**src/rtl/etai_mon_pkg.sv**
```systemverilog
// Shared types and constants for the ETAI error-characterisation monitor.
package etai_mon_pkg;

  typedef enum logic [1:0] {
    IDLE  = 2'd0,
    RUN   = 2'd1,
    DRAIN = 2'd2,
    DONE  = 2'd3
  } mon_state_e;

  // Feedback taps for x^32 + x^22 + x^2 + x + 1 (bits 31, 21, 1, 0).
  localparam logic [31:0] LFSR_TAPS    = 32'h8020_0003;
  localparam logic [31:0] DEFAULT_SEED = 32'hACE1_2468;

endpackage

```
**src/rtl/etai.sv**
```systemverilog
// Error-Tolerant Adder type I: exact upper part [N-1:K], carry-free lower part [K-1:0].
// Expects 1 <= K <= N-1.
module etai #(
  parameter int N = 16,
  parameter int K = 12
) (
  input  logic [N-1:0] X,
  input  logic [N-1:0] Y,
  output logic [N-1:0] S,
  output logic         Cout
);

  logic [N-K:0] hi_sum;
  logic [K-1:0] lo_sum;
  logic         sat;

  // Lower part scans MSB->LSB; the first 1+1 position and everything below it saturate to 1.
  always_comb begin
    hi_sum = {1'b0, X[N-1:K]} + {1'b0, Y[N-1:K]};
    lo_sum = '0;
    sat    = 1'b0;
    for (int i = K - 1; i >= 0; i--) begin
      if (sat) begin
        lo_sum[i] = 1'b1;
      end else if (X[i] && Y[i]) begin
        lo_sum[i] = 1'b1;
        sat       = 1'b1;
      end else begin
        lo_sum[i] = X[i] ^ Y[i];
      end
    end
    S    = {hi_sum[N-K-1:0], lo_sum};
    Cout = hi_sum[N-K];
  end

endmodule

```
**src/rtl/etai_lfsr32.sv**
```systemverilog
// 32-bit Fibonacci LFSR operand source; a zero seed is swapped for a fixed non-zero seed.
module etai_lfsr32
  import etai_mon_pkg::*;
(
  input  logic        clk,
  input  logic        rst,
  input  logic        load,
  input  logic [31:0] seed,
  input  logic        step,
  output logic [31:0] q
);

  logic [31:0] lfsr_q, lfsr_d;

  // Next-state: load has priority over step.
  always_comb begin
    lfsr_d = lfsr_q;
    if (load) begin
      lfsr_d = (seed == 32'd0) ? DEFAULT_SEED : seed;
    end else if (step) begin
      lfsr_d = {lfsr_q[30:0], ^(lfsr_q & LFSR_TAPS)};
    end else begin
      lfsr_d = lfsr_q;
    end
  end

  // State register.
  always_ff @(posedge clk or posedge rst) begin
    if (rst) lfsr_q <= 32'd0;
    else     lfsr_q <= lfsr_d;
  end

  assign q = lfsr_q;

endmodule

```
**src/rtl/etai_error_monitor.sv**
```systemverilog
// Measurement controller: feeds LFSR operands to an ETAI instance and accumulates
// error count, sum of error distance and maximum error distance against exact addition.
module etai_error_monitor
  import etai_mon_pkg::*;
#(
  parameter int N     = 16,
  parameter int K     = 12,
  parameter int CNT_W = 32,
  parameter int ACC_W = 48
) (
  input  logic             clk,
  input  logic             rst,
  input  logic             start,
  input  logic [CNT_W-1:0] num_tests,
  input  logic [31:0]      seed,
  output logic             busy,
  output logic             done,
  output logic [CNT_W-1:0] tests_run,
  output logic [CNT_W-1:0] err_count,
  output logic [ACC_W-1:0] sum_ed,
  output logic [N-1:0]     max_ed
);

  mon_state_e       state_q, state_d;
  logic [CNT_W-1:0] num_q, num_d, issued_q, issued_d;
  logic [N-1:0]     x_q, y_q, ed_q, ed_d;
  logic             v1_q, v2_q;
  logic [CNT_W-1:0] tests_run_q, tests_run_d, err_count_q, err_count_d;
  logic [ACC_W-1:0] sum_ed_q, sum_ed_d;
  logic [N-1:0]     max_ed_q, max_ed_d;
  logic             lfsr_load, issue, clear;
  logic [31:0]      lfsr_q;
  logic [N-1:0]     approx_sum, exact_sum;
  logic             etai_cout_unused;

  etai_lfsr32 u_lfsr (
    .clk  (clk),
    .rst  (rst),
    .load (lfsr_load),
    .seed (seed),
    .step (issue),
    .q    (lfsr_q)
  );

  etai #(.N(N), .K(K)) u_etai (
    .X    (x_q),
    .Y    (y_q),
    .S    (approx_sum),
    .Cout (etai_cout_unused)
  );

  // Controller: accepts start only in IDLE, issues one pair per RUN cycle.
  always_comb begin
    state_d   = state_q;
    num_d     = num_q;
    issued_d  = issued_q;
    lfsr_load = 1'b0;
    issue     = 1'b0;
    clear     = 1'b0;
    case (state_q)
      IDLE: begin
        if (start) begin
          clear    = 1'b1;
          num_d    = num_tests;
          issued_d = '0;
          if (num_tests != '0) begin
            lfsr_load = 1'b1;
            state_d   = RUN;
          end else begin
            state_d = DONE;
          end
        end else begin
          state_d = IDLE;
        end
      end
      RUN: begin
        issue    = 1'b1;
        issued_d = issued_q + CNT_W'(1);
        if (issued_q == num_q - CNT_W'(1)) state_d = DRAIN;
        else                               state_d = RUN;
      end
      DRAIN: begin
        if (!v1_q && !v2_q) state_d = DONE;
        else                state_d = DRAIN;
      end
      DONE:    state_d = IDLE;
      default: state_d = IDLE;
    endcase
  end

  // Error distance is an N-bit magnitude; carry-outs of both sums are discarded.
  always_comb begin
    exact_sum = x_q + y_q;
    if (approx_sum >= exact_sum) ed_d = approx_sum - exact_sum;
    else                         ed_d = exact_sum - approx_sum;
  end

  // Result accumulators: cleared on an accepted start, updated by each retiring pair.
  always_comb begin
    tests_run_d = tests_run_q;
    err_count_d = err_count_q;
    sum_ed_d    = sum_ed_q;
    max_ed_d    = max_ed_q;
    if (clear) begin
      tests_run_d = '0;
      err_count_d = '0;
      sum_ed_d    = '0;
      max_ed_d    = '0;
    end else if (v2_q) begin
      tests_run_d = tests_run_q + CNT_W'(1);
      err_count_d = err_count_q + CNT_W'(ed_q != '0);
      sum_ed_d    = sum_ed_q + ACC_W'(ed_q);
      max_ed_d    = (ed_q > max_ed_q) ? ed_q : max_ed_q;
    end else begin
      tests_run_d = tests_run_q;
    end
  end

  // All sequential state.
  always_ff @(posedge clk or posedge rst) begin
    if (rst) begin
      state_q     <= IDLE;
      num_q       <= '0;
      issued_q    <= '0;
      x_q         <= '0;
      y_q         <= '0;
      v1_q        <= 1'b0;
      ed_q        <= '0;
      v2_q        <= 1'b0;
      tests_run_q <= '0;
      err_count_q <= '0;
      sum_ed_q    <= '0;
      max_ed_q    <= '0;
    end else begin
      state_q  <= state_d;
      num_q    <= num_d;
      issued_q <= issued_d;
      if (issue) begin
        x_q <= lfsr_q[N-1:0];
        y_q <= lfsr_q[31:32-N];
      end
      v1_q <= issue;
      if (v1_q) ed_q <= ed_d;
      v2_q        <= v1_q;
      tests_run_q <= tests_run_d;
      err_count_q <= err_count_d;
      sum_ed_q    <= sum_ed_d;
      max_ed_q    <= max_ed_d;
    end
  end

  assign busy      = (state_q == RUN) || (state_q == DRAIN);
  assign done      = (state_q == DONE);
  assign tests_run = tests_run_q;
  assign err_count = err_count_q;
  assign sum_ed    = sum_ed_q;
  assign max_ed    = max_ed_q;

endmodule
```
**config.mk**
```make
export PLATFORM = sky130hd
export DESIGN_NAME = etai_error_monitor
export DESIGN_NICKNAME = d
export VERILOG_FILES = /design/src/rtl/etai_mon_pkg.sv /design/src/rtl/etai.sv /design/src/rtl/etai_lfsr32.sv /design/src/rtl/etai_error_monitor.sv
export SDC_FILE = /design/constraint.sdc
export NUM_CORES = 1
export LEC_CHECK = 0
export CORE_MARGIN = 4
export CORE_UTILIZATION = 30
export CTS_CLUSTER_SIZE = 12
export DETAILED_ROUTE_END_ITERATION = 7
export GPL_TIMING_DRIVEN = 0
export PLACE_DENSITY = 0.47
export SLEW_MARGIN = 0
export SYNTH_ARGS = -nofsm -noshare
export SYNTH_HDL_FRONTEND = slang
export SYNTH_SLANG_ARGS = --single-unit
```
**constraint.sdc**
```tcl
create_clock -name clk -period 10.28 [get_ports clk]
set_input_delay 2.056 -clock clk [delete_from_list [all_inputs] [get_ports clk]]
set_output_delay 2.056 -clock clk [all_outputs]
set_load 0.02 [all_outputs]
```
==> impl_metrics.toml <==
[cts]
cts_num_sinks = 276
h-tree-depth = 2
cts_tree = "done"
cts_resized = 0
cts_root_buffer = "clkbuf_16"
cts_hold_buf = 0
clock_path_buffers = 3
cts_made_buffers = 38
path_clk_slew_ns = 0.06
worst_skew_pair.late_latency_ns = 0.57
cts_setup_buffers = 0

[synthesis]
synth_xor_area_share_pct = 8.68
async_reset_ff_share_pct = 100
synth_nets = 2096
synth_edf_count = 0
syn_inst = 1925
synth_area_um2 = 17100
yosysSeqAreaShare_pct = 40.5
synth_cell_type_count = 85
synth_compound_area_share_pct = 13.9
yosys.area_share.simple_pct = 22.6
synth-seq-cells = 276
synthMuxAreaShare_pct = 1.88
synth_top_family_by_area = "simple AND/OR/NAND/NOR gates"
synth_warnings = 0
syn_avg_cell_area_um2 = 8.86
synthAdderAreaFrac_pct = 7.85
ys.flop_type = "dfrtp_1"

[detailed_routing]
drt_iter0_drc = 859
post_drt_wl_per_cell_um = 17.2
drt-total-wl_mm = 50.7
route.top_layer_used = "met4"
routed_via_density = 4.94
vias = 14541
wl_met2_mm = 23.5
wl_met1_mm = 24.2
drtPass1Iterations = 5
ant_nets = 0
dr_wl_met3_mm = 1.95
drc = 0

[finish]
stdcell_area_um2 = 21300
diodes = 0
multi_input_area_um2 = 9370
n_fill_cell = 5764
mostFrequentLayoutCells = "276 x dfrtp_1, 231 x nand2_1, 204 x nor2_1, 196 x clkdlybuf4s50_1, 112 x inv_1"
drive_above_1_share_pct = 5.75
regArea_um2 = 6910
area_delta_synth_final_pct = 24.7
mostFrequentLayoutCell = "dfrtp_1"
nNetsFinal = 2334

[outcome]
status = "finished clean"

[die]
die_x_um = 246
fp-row-count = 87
num_io_pins = 197
coreArea_um2 = 56300
die_area_um2 = 60700
die_y_um = 246
initial_core_util_pct = 30.3

[power_and_ir_drop]
total_power_mw = 8.52
power.density_nw_per_um2 = 401
p_leak_nw = 9.34
ir_worst_vdd_v = 0.000241

[hold_path]
hp-class = "flip-flop to flip-flop"
hold_path_depth = 0

[worst_setup_path]
crit_slowest_cell = "a211oi_2"
cp_num_buf_inv = 2
cpLargestDelayFamily = "compound AO/OA/AOI/OAI gates"
end_kind = "flip-flop"
crit_fanout = 10
critPathKind = "flip-flop to flip-flop"
crit_cells = 18
crit_required_ns = 10.76
slowest_delay_ns = 0.62
path_cells = "ha_1, fa_1, nand2_1, a21oi_1, o21ai_0, inv_1, a31oi_1, xnor2_1, ha_1, and4_1, nand4_1, nor3b_1, a211oi_2, buf_2, mux2i_1, nand3b_1, nor4_1, nand3b_1"
cp.arrival_ns = 5.37
ff2ff_path_depth = 18
cp-start-kind = "flip-flop"

[global_route]
antenna_found_initial = 0
globalRouteOverflowTotal = 0
grt_pass1_wl_mm = 81.4
grt_use_total_pct = 16.6
grt_max_degree = 124
first_global_vias = 14609

[timing]
final_max_slew_viol_count = 0
fin_crit_sh_pct = 47.6
skew_ns = 0.0254
fmax_mhz = 204
setup_violations = 0
max-slew-margin-rel_pct = 28.7
hold_viol_final = 0
min_period_ns = 4.89
worst_slew_pin_slew_ns = 1.06
rsz0062_at_grt = "no"

[job]
maxCapViolCount = 0

[placement]
portBuffers = 196
placed_cell_area_um2 = 20000
place_hpwl_mm = 38.7
place_congestion = 0.870
-- sequential cells by signal (all words and copies together), names as in the netlist --
signal     flops
issued_q      32
err_count     32
max_ed        16
y_q           16
x_q           16
ed_q          16
u_lfsr.q      32
sum_ed        48
v1_q           1
tests_run     32
num_q         32
v2_q           1
state_q        2
-- worst reg2reg max path, cell delays in order (launching register included) --
cell and delay (ns):
dfrtp_1 0.37, ha_1 0.24, fa_1 0.41, nand2_1 0.11, a21oi_1 0.12, o21ai_0 0.41
inv_1 0.08, a31oi_1 0.20, xnor2_1 0.11, ha_1 0.43, and4_1 0.31, nand4_1 0.13
nor3b_1 0.18, a211oi_2 0.62, buf_2 0.40, mux2i_1 0.29, nand3b_1 0.11, nor4_1 0.18
nand3b_1 0.14
-- layout make-up --
cell class	instances	area share [%]
Tap cell	756	4.45
Multi-Input combinational cell	1457	44.1
Inverter	114	2.05
Sequential cell	276	32.5
Clock buffer	52	5.00
Clock inverter	15	0.847
Buffer	78	1.63
Timing Repair Buffer	198	9.48
-- power by group --
group	internal [mW]	switching (mW)	leakage, nW	total, mW
Sequential	1.45	0.338	3.55	1.78
Clock	0.780	0.521	0.602	1.30
Combinational	2.25	3.18	5.18	5.43
-- metrics by stage --
stage | utilization, % | worst slack (ns) | cells | setup TNS (ns) | hold WS (ns)
after floorplan | - | 0.615 | 1925 | 0 | 0.405
after global placement | 35.5 | -3.66 | 2877 | -997.02 | 0.455
after detailed placement | 35.6 | 5.05 | 2879 | 0 | 0.464
after CTS | 37.8 | 5.35 | 2946 | 0 | 0.441
after global routing | 37.8 | 5.00 | 2946 | 0 | 0.481
final | 37.8 | 5.39 | 2946 | 0 | 0.451
-- cells by family (layout without fill, tap and decap cells) --
family / after synthesis / count (layout)
adder cells (fa/ha/maj): 104 / 104
AND/OR/NAND/NOR: 783 / 783
multiplexers: 31 / 31
flip-flops: 276 / 276
AO/OA/AOI/OAI: 370 / 370
XOR/XNOR: 169 / 169
buffers and inverters: 192 / 457
-- synth_stat cells, types with 40 or more instances --
cell / instances / area [um^2]
nand2_1: 231 / 867
xnor2_1: 83 / 727
ha_1: 99 / 1240
o21ai_0: 91 / 455
nand3_1: 53 / 265
dfrtp_1: 276 / 6910
nand4_1: 46 / 288
nor3_1: 48 / 240
a31oi_1: 47 / 294
a21oi_1: 91 / 455
nor2_1: 204 / 766
xor2_1: 86 / 753
nor4_1: 40 / 250
clkbuf_1: 51 / 191
inv_1: 113 / 424
-- metal layers --
metal,up-vias,global-route usage (%)
met4,0,4.20
met1,6954,22.7
met5,-,0
met3,74,2.37
li1,7224,-
met2,289,27.6
-- final timing paths --
kind | from | end | slack [ns]
max in group asynchronous | rst | y_q[4]$_DFFE_PP0P_ | 7.31
hold reg to reg | v1_q$_DFF_PP0_ | v2_q$_DFF_PP0_ | 0.45
min in group asynchronous | rst | err_count[12]$_DFFE_PP0P_ | 1.91
hold / removal | v1_q$_DFF_PP0_ | v2_q$_DFF_PP0_ | 0.45
setup / recovery | y_q[0]$_DFFE_PP0P_ | ed_q[15]$_DFFE_PP0P_ | 5.39
setup reg to reg | y_q[0]$_DFFE_PP0P_ | ed_q[15]$_DFFE_PP0P_ | 5.39
No activity file was read; power rests on OpenSTA's default activity.
